$ cat src/rtl/pipe_controller.sv
// -----------------------------------------------------------------------------
// pipe_controller
//
// Generates the two scrolling pipe obstacles for a 640x480 playfield. Both
// pipes move left by STEP pixels once every TICK_DIV clocks while running,
// wrap back to WRAP_X with a fresh pseudo-random gap height, and the number
// of pipes that slide past the bird column is counted as the score.
//
// Ports:
//   clk        in   system clock
//   reset      in   synchronous, active-high reset (also seeds the LFSR)
//   start      in   IDLE -> RUN; ignored in other states
//   collision  in   level from the collision detector; RUN -> HALT
//   restart    in   back to IDLE with the initial layout, from any state
//   pipe1_x    out  pipe 1 right edge x            (registered)
//   pipe1_y    out  pipe 1 gap bottom y            (registered)
//   pipe2_x    out  pipe 2 right edge x            (registered)
//   pipe2_y    out  pipe 2 gap bottom y            (registered)
//   score      out  pipes passed, saturating at 1023 (registered)
//   running    out  high only while in RUN         (registered)
//
// The FSM state is held in state_q so a checker can bind to it directly.
// -----------------------------------------------------------------------------
module pipe_controller #(
    parameter int unsigned TICK_DIV = 833333,
    parameter int unsigned STEP     = 1,
    parameter int unsigned WRAP_X   = 710,
    parameter int unsigned SPACING  = 355,
    parameter int unsigned Y_MIN    = 150,
    parameter int unsigned BIRD_X   = 100
) (
    input  logic        clk,
    input  logic        reset,
    input  logic        start,
    input  logic        collision,
    input  logic        restart,
    output logic [10:0] pipe1_x,
    output logic [10:0] pipe1_y,
    output logic [10:0] pipe2_x,
    output logic [10:0] pipe2_y,
    output logic [9:0]  score,
    output logic        running
);

    localparam int unsigned TW = (TICK_DIV > 1) ? $clog2(TICK_DIV) : 1;

    localparam logic [TW-1:0] TICK_LAST = TW'(TICK_DIV - 1);
    localparam logic [10:0]   STEP_L    = 11'(STEP);
    localparam logic [10:0]   WRAP_L    = 11'(WRAP_X);
    localparam logic [10:0]   P2_INIT_X = 11'(WRAP_X + SPACING);
    localparam logic [10:0]   Y_MIN_L   = 11'(Y_MIN);
    localparam logic [10:0]   BIRD_L    = 11'(BIRD_X);
    localparam logic [10:0]   P1_INIT_Y = 11'd300;
    localparam logic [10:0]   P2_INIT_Y = 11'd240;
    localparam logic [10:0]   SCORE_MAX = 11'd1023;

    typedef enum logic [1:0] {
        S_IDLE = 2'd0,
        S_RUN  = 2'd1,
        S_HALT = 2'd2
    } state_t;

    state_t        state_q, state_d;
    logic [TW-1:0] tick_cnt_q, tick_cnt_d;
    logic [7:0]    lfsr_q, lfsr_d;
    logic [10:0]   pipe1_x_q, pipe1_x_d;
    logic [10:0]   pipe1_y_q, pipe1_y_d;
    logic [10:0]   pipe2_x_q, pipe2_x_d;
    logic [10:0]   pipe2_y_q, pipe2_y_d;
    logic [9:0]    score_q, score_d;
    logic          running_q, running_d;

    // Per-pipe step results, computed every cycle and only used on a step.
    logic          p1_wrap, p2_wrap;
    logic [10:0]   p1_next, p2_next;
    logic          p1_cross, p2_cross;
    logic [10:0]   gap_y;
    logic [10:0]   score_sum;

    always_comb begin
        // Fibonacci LFSR, taps 8,6,5,4; runs in every state.
        lfsr_d = {lfsr_q[6:0], lfsr_q[7] ^ lfsr_q[5] ^ lfsr_q[4] ^ lfsr_q[3]};

        // Both pipes share the current LFSR value if they wrap together.
        gap_y = Y_MIN_L + {3'b000, lfsr_q};

        p1_wrap  = (pipe1_x_q <= STEP_L);
        p1_next  = p1_wrap ? WRAP_L : (pipe1_x_q - STEP_L);
        p1_cross = !p1_wrap && (pipe1_x_q >= BIRD_L) && (p1_next < BIRD_L);

        p2_wrap  = (pipe2_x_q <= STEP_L);
        p2_next  = p2_wrap ? WRAP_L : (pipe2_x_q - STEP_L);
        p2_cross = !p2_wrap && (pipe2_x_q >= BIRD_L) && (p2_next < BIRD_L);

        score_sum = {1'b0, score_q} + 11'(p1_cross) + 11'(p2_cross);

        state_d    = state_q;
        tick_cnt_d = tick_cnt_q;
        pipe1_x_d  = pipe1_x_q;
        pipe1_y_d  = pipe1_y_q;
        pipe2_x_d  = pipe2_x_q;
        pipe2_y_d  = pipe2_y_q;
        score_d    = score_q;

        unique case (state_q)
            S_IDLE: begin
                if (start) begin
                    state_d = S_RUN;
                end
            end
            S_RUN: begin
                if (collision) begin
                    // Collision wins over a coinciding tick: no step.
                    state_d    = S_HALT;
                    tick_cnt_d = '0;
                end else if (tick_cnt_q == TICK_LAST) begin
                    tick_cnt_d = '0;
                    pipe1_x_d  = p1_next;
                    pipe2_x_d  = p2_next;
                    if (p1_wrap) pipe1_y_d = gap_y;
                    if (p2_wrap) pipe2_y_d = gap_y;
                    score_d = (score_sum > SCORE_MAX) ? 10'd1023 : score_sum[9:0];
                end else begin
                    tick_cnt_d = tick_cnt_q + TW'(1);
                end
            end
            S_HALT: begin
                tick_cnt_d = '0;
            end
            default: begin
                state_d = S_IDLE;
            end
        endcase

        // Restart overrides everything above but leaves the LFSR running.
        if (restart) begin
            state_d    = S_IDLE;
            tick_cnt_d = '0;
            pipe1_x_d  = WRAP_L;
            pipe1_y_d  = P1_INIT_Y;
            pipe2_x_d  = P2_INIT_X;
            pipe2_y_d  = P2_INIT_Y;
            score_d    = '0;
        end

        running_d = (state_d == S_RUN);
    end

    always_ff @(posedge clk) begin
        if (reset) begin
            state_q    <= S_IDLE;
            tick_cnt_q <= '0;
            lfsr_q     <= 8'hA5;
            pipe1_x_q  <= WRAP_L;
            pipe1_y_q  <= P1_INIT_Y;
            pipe2_x_q  <= P2_INIT_X;
            pipe2_y_q  <= P2_INIT_Y;
            score_q    <= '0;
            running_q  <= 1'b0;
        end else begin
            state_q    <= state_d;
            tick_cnt_q <= tick_cnt_d;
            lfsr_q     <= lfsr_d;
            pipe1_x_q  <= pipe1_x_d;
            pipe1_y_q  <= pipe1_y_d;
            pipe2_x_q  <= pipe2_x_d;
            pipe2_y_q  <= pipe2_y_d;
            score_q    <= score_d;
            running_q  <= running_d;
        end
    end

    assign pipe1_x = pipe1_x_q;
    assign pipe1_y = pipe1_y_q;
    assign pipe2_x = pipe2_x_q;
    assign pipe2_y = pipe2_y_q;
    assign score   = score_q;
    assign running = running_q;

endmodule

$ cat config.mk
export PLATFORM = sky130hd
export DESIGN_NAME = pipe_controller
export DESIGN_NICKNAME = d
export VERILOG_FILES = /design/src/rtl/pipe_controller.sv
export SDC_FILE = /design/constraint.sdc
export NUM_CORES = 1
export LEC_CHECK = 0
export BUFFER_PORTS_ARGS = -buffer_cell sky130_fd_sc_hd__buf_4
export CORE_MARGIN = 10
export CORE_UTILIZATION = 40
export CTS_CLUSTER_DIAMETER = 30
export DETAILED_ROUTE_END_ITERATION = 10
export PLACE_DENSITY = 0.62
export SYNTH_ARGS = -nofsm -noshare
export SYNTH_HDL_FRONTEND = slang
export SYNTH_SLANG_ARGS = --single-unit
$ cat constraint.sdc
create_clock -name clk -period 3.4 [get_ports clk]
set_input_delay 0.34 -clock clk [delete_from_list [all_inputs] [get_ports clk]]
set_output_delay 0.34 -clock clk [all_outputs]
set_load 0.02 [all_outputs]
==> metrics.txt, run 1 <==
quantity of I/O buffers inserted on ports 55; clock share of power 43.1%; FF-to-FF End score[5]; vias in the first global route 3614; placeable core region slightly above 10000 um2; worst flop-to-flop path startpoint pipe1_x[2]; relative area change from synthesis to final layout 22.5%; Worst Reg-to-Reg Cells 12; number of library cell types mapped by synthesis 62; Max Clk Rate around 310 MHz; CTS tree done; non-filler instance count after layout 711; Synth Area per Inst 8.24 um2; first-pass GRT wire length 18500 um; clock sinks 81; element type at the critical path start flip-flop; Hold Worst Slack 0.215 ns; ratio of cells with drive above 1 in the final layout 21.6%; clock-pin slew on the worst setup and hold paths ~0.09 ns; post-layout minimum cycle time 3.21 ns; Rows 37; detailed-route vias per instance 5.49; internal power contribution 1.41 mW; Register-to-Register Setup Slack 0.19 ns; Worst Setup Slack, final 0.188 ns; aggregate routed wire length around 11000 um; power share of the combinational group 4.6%; fraction of synthesized cell area taken by the top area cell type 38.5%; share of the yosys chip area belonging to registers 38.5%; Num CTS Buffers 9; initial standard-cell utilization of the core 41.0%; full die area 15000 um2; DRT Pass-1 Iters 4; First DRT Iteration DRCs 289; Via Count 3905; GRT Residual Overflow 0; final core utilization roughly half; total half-perimeter wirelength after legalization and detailed placement 7960 um; quantity of hold-fixing buffers added after cts 0; CTS H-tree depth 3; total design power 1.85 mW; clk_lat worst skew 0.36 ns; number of inserted filler cells in the final layout 1025; max-cap violations 0; cell count after placement 694; slew at the pin with the worst max-slew slack 0.971 ns; final hold viol count 0; Sequential Power Share 52.3%; type of element capturing the critical path flip-flop; Post-Place Worst Slack 0.0413 ns; maximum fanout along the worst path 7; number of warnings printed during yosys synthesis 0; Slew headroom 35.3%; maximum number of pins on one net before global-route repair 49; clk buf depth 2; drt wl/cell 15.7 um; cell area after technology mapping 4220 um2; y dimension of the die 123 um; data required time at the worst endpoint 3.60 ns; cell area after layout between 5000 and 6000 um2; share of the cycle needed by the critical path after routing 94.5%; commonest cells after routing, fill and taps aside sky130_fd_sc_hd__dfxtp_1 (79), sky130_fd_sc_hd__buf_4 (76), sky130_fd_sc_hd__nor2_1 (57); run status completed; leading area contributor after synthesis sky130_fd_sc_hd__dfxtp_1; placer's final routability congestion estimate 0.855; commonest non-fill, non-tap cell in the layout sky130_fd_sc_hd__dfxtp_1; critical path arrival ~3.4 ns; clk_skew between 0.01 and 0.015 ns; Worst IR Drop VDD 0.234 mV; number of top-level design ports 60; Syn Inst Count 512; kind of critical path flip-flop to flip-flop; Tightest Hold Check Type primary input to flip-flop; number of antenna violations at the first check in global routing 0; total power per unit cell area 359 nW/um2; Die X 123 um; total routing resource utilization after global routing between 10% and 20%; number of nets in the final layout approximately 600; final-report setup violation count 0; endpoint of the most critical setup path score[5]; Setup TNS Final 0 ns; unrepaired setup endpoints after global routing false; count of unresolved DRC violations after routing 0; number of slew-limit violations in the final report 0; number of diodes 0; buffer cell driving the clock tree root sky130_fd_sc_hd__clkbuf_8; Leak 1.92 nW; Net Switching 442 uW; switching share of power 23.9%; placed inst area 4890 um2; number of storage elements in the synthesis netlist 81; share of flip-flops with an asynchronous set or reset 0%; EDFF count, synth 0; post-detailed-route count of antenna-violating nets 0; Most used DFF post-synth sky130_fd_sc_hd__dfxtp_1; top cells by area in the synthesized netlist sky130_fd_sc_hd__dfxtp_1 (38%), sky130_fd_sc_hd__nor2_1 (5.2%), sky130_fd_sc_hd__ha_1 (4.2%); launch point of the worst path pipe1_x[2]
==> metal layers <==
layer	up-vias	wire (um)	track usage (%)
met3	8	617	3.08
met1	1846	5260	20.3
met5	-	0	0
li1	1960	-	-
met4	0	126	5.96
met2	91	5140	22.7
==> power groups by stage <==
stage / registers [mW] / logic (mW) / clock network (mW)
after global placement: 0.990 / 0.0851 / 0
after global routing: 0.971 / 0.0956 / 0.867
final: 0.969 / 0.0849 / 0.798
after floorplan: 0.989 / 0.0645 / 0
after detailed placement: 0.991 / 0.0851 / 0
after CTS: 0.969 / 0.0859 / 0.821
==> logic make-up (layout without fill, tap and decap cells) <==
kind of cell               count (synthesis)  after routing  share of synthesized area, %
and+or+nand+nor                          218            218                          27.2
AOI/OAI and AO/OA                        112            112                          17.4
DFF                                       81             81                          38.5
buffers and inverters                     52            112                          5.19
xor gates and xnor gates                  28             28                          5.82
adders and majority gates                 15             15                          4.63
muxes                                      5              5                          1.19
other                                      1              4                        0.0889
==> worst min-delay path by stage <==
| stage | startpoint | endpoint | slack (ns) | cells after the start |
|---|---|---|---|---|
| global placement | lfsr_q[2] | lfsr_q[3] | 0.45 | 2 |
| floorplan | reset | lfsr_q[3] | 0.41 | 1 |
| finish | reset | lfsr_q[3] | 0.22 | 2 |
| CTS | reset | lfsr_q[6] | 0.20 | 2 |
| detailed placement | pipe1_y[0] | pipe1_y[0] | 0.46 | 2 |
| global route | reset | lfsr_q[6] | 0.20 | 2 |
==> cell type report <==
class,count,area (um2),area share [%]
well taps,136,170,3.30
clock buffers,9,124,2.40
inverters,20,75.1,1.45
repair buffers,76,571,11.0
flip-flops and latches,81,1630,31.5
clock inverters,7,101,1.96
multi-input cells,382,2500,48.3
==> repair_timing <==
item	in CTS	in global routing
gates resized for setup	0	6
setup buffers	0	1
setup endpoints to repair	0	7
==> state kept, by name (all words and copies together), names as in the netlist <==
signal      cells
tick_cnt_q     20
pipe1_x        11
pipe2_x        11
score          10
pipe1_y         9
pipe2_y         9
lfsr_q          8
state_q         2
running         1
==> cell usage after synthesis, drive strengths merged, types with 3 or more instances <==
| cell | count |
|---|---|
| nor4 | 13 |
| clkbuf | 25 |
| nor3 | 22 |
| ha | 14 |
| xor2 | 11 |
| a311oi | 8 |
| o21a | 5 |
| nor2 | 59 |
| inv | 20 |
| nand2 | 28 |
| a211oi | 5 |
| nor2b | 8 |
| dfxtp | 81 |
| or3 | 7 |
| o211ai | 6 |
| nand2b | 5 |
| or2 | 9 |
| a31oi | 9 |
| buf | 7 |
| nand4 | 9 |
| nand3b | 3 |
| or4 | 4 |
| and3 | 14 |
| nor3b | 3 |
| and4 | 5 |
| o21ai | 23 |
| a21oi | 33 |
| nand3 | 24 |
| mux2i | 5 |
| xnor2 | 17 |
==> worst max-delay path, cell delays in order (launching register included) <==
cell and delay [ns]:
sky130_fd_sc_hd__dfxtp_4 0.35, sky130_fd_sc_hd__or3_4 0.40, sky130_fd_sc_hd__or3_1 0.35, sky130_fd_sc_hd__buf_4 0.18, sky130_fd_sc_hd__nor4_4 0.16, sky130_fd_sc_hd__o22ai_2 0.11
sky130_fd_sc_hd__and4_2 0.27, sky130_fd_sc_hd__fa_2 0.38, sky130_fd_sc_hd__and3_1 0.22, sky130_fd_sc_hd__and3_1 0.20, sky130_fd_sc_hd__or2_4 0.24, sky130_fd_sc_hd__a21oi_1 0.15
sky130_fd_sc_hd__a311oi_1 0.05
(Power assumes the default switching activity.)
==> run 2: changes to the inputs <==
- CORE_MARGIN: 10 -> 1.5
==> run 2 against run 1 <==
Effect of this change: die area fell by 26%; global-route usage rose by 4.5 points; core utilization fell by 0.51 points; clock skew fell by 0.0056 ns; critical path depth fell by 1; sequential cell count did not move; non-clock buffer count did not move.
==> metrics.txt, run 2 (same netlist as run 1, synthesis figures left out) <==
run status completed; Hold Worst Slack 0.210 ns; slew at the pin with the worst max-slew slack between 1 and 1.5 ns; final-report setup violation count 0; detailed-route vias per instance 5.46; max-cap violations 0; Tightest Hold Check Type primary input to flip-flop; DRT Pass-1 Iters 4; Post-Place Worst Slack 0.0925 ns; maximum number of pins on one net before global-route repair 49; clk buf depth 2; post-layout minimum cycle time 3.24 ns; kind of critical path flip-flop to flip-flop; quantity of I/O buffers inserted on ports 55; count of unresolved DRC violations after routing 0; buffer cell driving the clock tree root sky130_fd_sc_hd__clkbuf_8; data required time at the worst endpoint roughly 3.7 ns; critical path arrival 3.49 ns; first-pass GRT wire length between 15000 and 20000 um; final core utilization 49.7%; max FFs per register 20; Die X 106 um; GRT Residual Overflow 0; aggregate routed wire length around 11000 um; Biggest register tick_cnt_q; Via Count 3884; total routing resource utilization after global routing 19.4%; unrepaired setup endpoints after global routing true; total half-perimeter wirelength after legalization and detailed placement 7380 um; ratio of cells with drive above 1 in the final layout 20.9%; Leak 1.91 nW; placeable core region approximately 10000 um2; Num CTS Buffers 9; Rows 37; number of slew-limit violations in the final report 0; total power per unit cell area around 340 nW/um2; post-detailed-route count of antenna-violating nets 0; CTS tree done; element type at the critical path start flip-flop; clk_lat worst skew 0.35 ns; number of nets in the final layout 590; final hold viol count 0; relative area change from synthesis to final layout 21.2%; share of the cycle needed by the critical path after routing a little over nine tenths; placer's final routability congestion estimate 0.835; commonest non-fill, non-tap cell in the layout sky130_fd_sc_hd__dfxtp_1; Worst IR Drop VDD approximately 0.18 mV; initial standard-cell utilization of the core 41.0%; maximum fanout along the worst path 5; clock-pin slew on the worst setup and hold paths 0.08 ns; number of top-level design ports 60; First DRT Iteration DRCs slightly below 200; type of element capturing the critical path flip-flop; clock sinks just over 80; Slew headroom 32.9%; CTS H-tree depth 3; number of antenna violations at the first check in global routing 0; full die area 11200 um2; commonest cells after routing, fill and taps aside sky130_fd_sc_hd__dfxtp_1 (79), sky130_fd_sc_hd__buf_4 (76), sky130_fd_sc_hd__nor2_1 (57); number of diodes 0; quantity of hold-fixing buffers added after cts 0; vias in the first global route 3545; clk_skew between 0.006 and 0.007 ns; Max Clk Rate 309 MHz; y dimension of the die between 100 and 150 um; Worst Setup Slack, final 0.162 ns; drt wl/cell 14.8 um
run 2: cell count changes in the layout (fill, tap and decap cells not counted), sizes merged:
cell,change
bufinv,-1
clkbuf,+2
clkinv,+3
clkinvlp,-1
inv,-3
run 2: layer usage:
layer | GRT usage (%) | vias to the layer above | share of wire [%]
met3 | 4.02 | 15 | 5.3
met5 | 0 | - | 0
met4 | 6.47 | 0 | 1.5
li1 | - | 1954 | -
met1 | 26.8 | 1830 | 49
met2 | 30.2 | 85 | 44
run 2: final timing paths:
check / startpoint / depth (start not counted) / end / slack, ns
max: pipe1_x[2] / 11 / score[2] / 0.16
min reg2reg: lfsr_q[0] / 1 / lfsr_q[1] / 0.46
max reg2reg: pipe1_x[2] / 11 / score[2] / 0.16
min: reset / 2 / lfsr_q[3] / 0.21
run 2: worst max-delay path: stages (launching register included):
cell and delay (ns):
sky130_fd_sc_hd__dfxtp_4 0.35, sky130_fd_sc_hd__or3_4 0.40, sky130_fd_sc_hd__or3_1 0.34, sky130_fd_sc_hd__or4_4 0.53
sky130_fd_sc_hd__o211ai_1 0.11, sky130_fd_sc_hd__and4_1 0.25, sky130_fd_sc_hd__fa_2 0.27, sky130_fd_sc_hd__ha_4 0.16
sky130_fd_sc_hd__nand3_2 0.11, sky130_fd_sc_hd__nor3_4 0.21, sky130_fd_sc_hd__nor2b_1 0.14, sky130_fd_sc_hd__a311oi_1 0.28
run 2: report_power, final:
| part | switching [mW] | internal (mW) | total, mW |
|---|---|---|---|
| Sequential | 0.0105 | 0.957 | 0.968 |
| Combinational | 0.0537 | 0.0308 | 0.0845 |
| Clock | 0.349 | 0.339 | 0.688 |
| Total | 0.413 | 1.33 | 1.74 |
run 2: cell type report:
cell class,count,area [um2]
Timing Repair Buffer,76,571
Tap cell,136,170
Fill cell,1001,5170
Clock inverter,5,56.3
Inverter,20,75.1
Multi-Input combinational cell,382,2480
Sequential cell,81,1630
Clock buffer,11,131
run 2: metrics by stage:
step	power (mW)	TNS [ns]	cells	area [um2]
after floorplan	1.05	0	515	4280
after global placement	1.08	0	693	4880
after detailed placement	1.08	0	693	4880
after CTS	1.77	0	709	5070
after global routing	1.82	-0.0194	711	5110
final	1.74	0	711	5110
run 2: repair_timing:
item | 4_1_cts | 5_1_grt
setup endpoints to repair | 0 | 5
buffers inserted | 0 | 2
resized for setup | 0 | 3
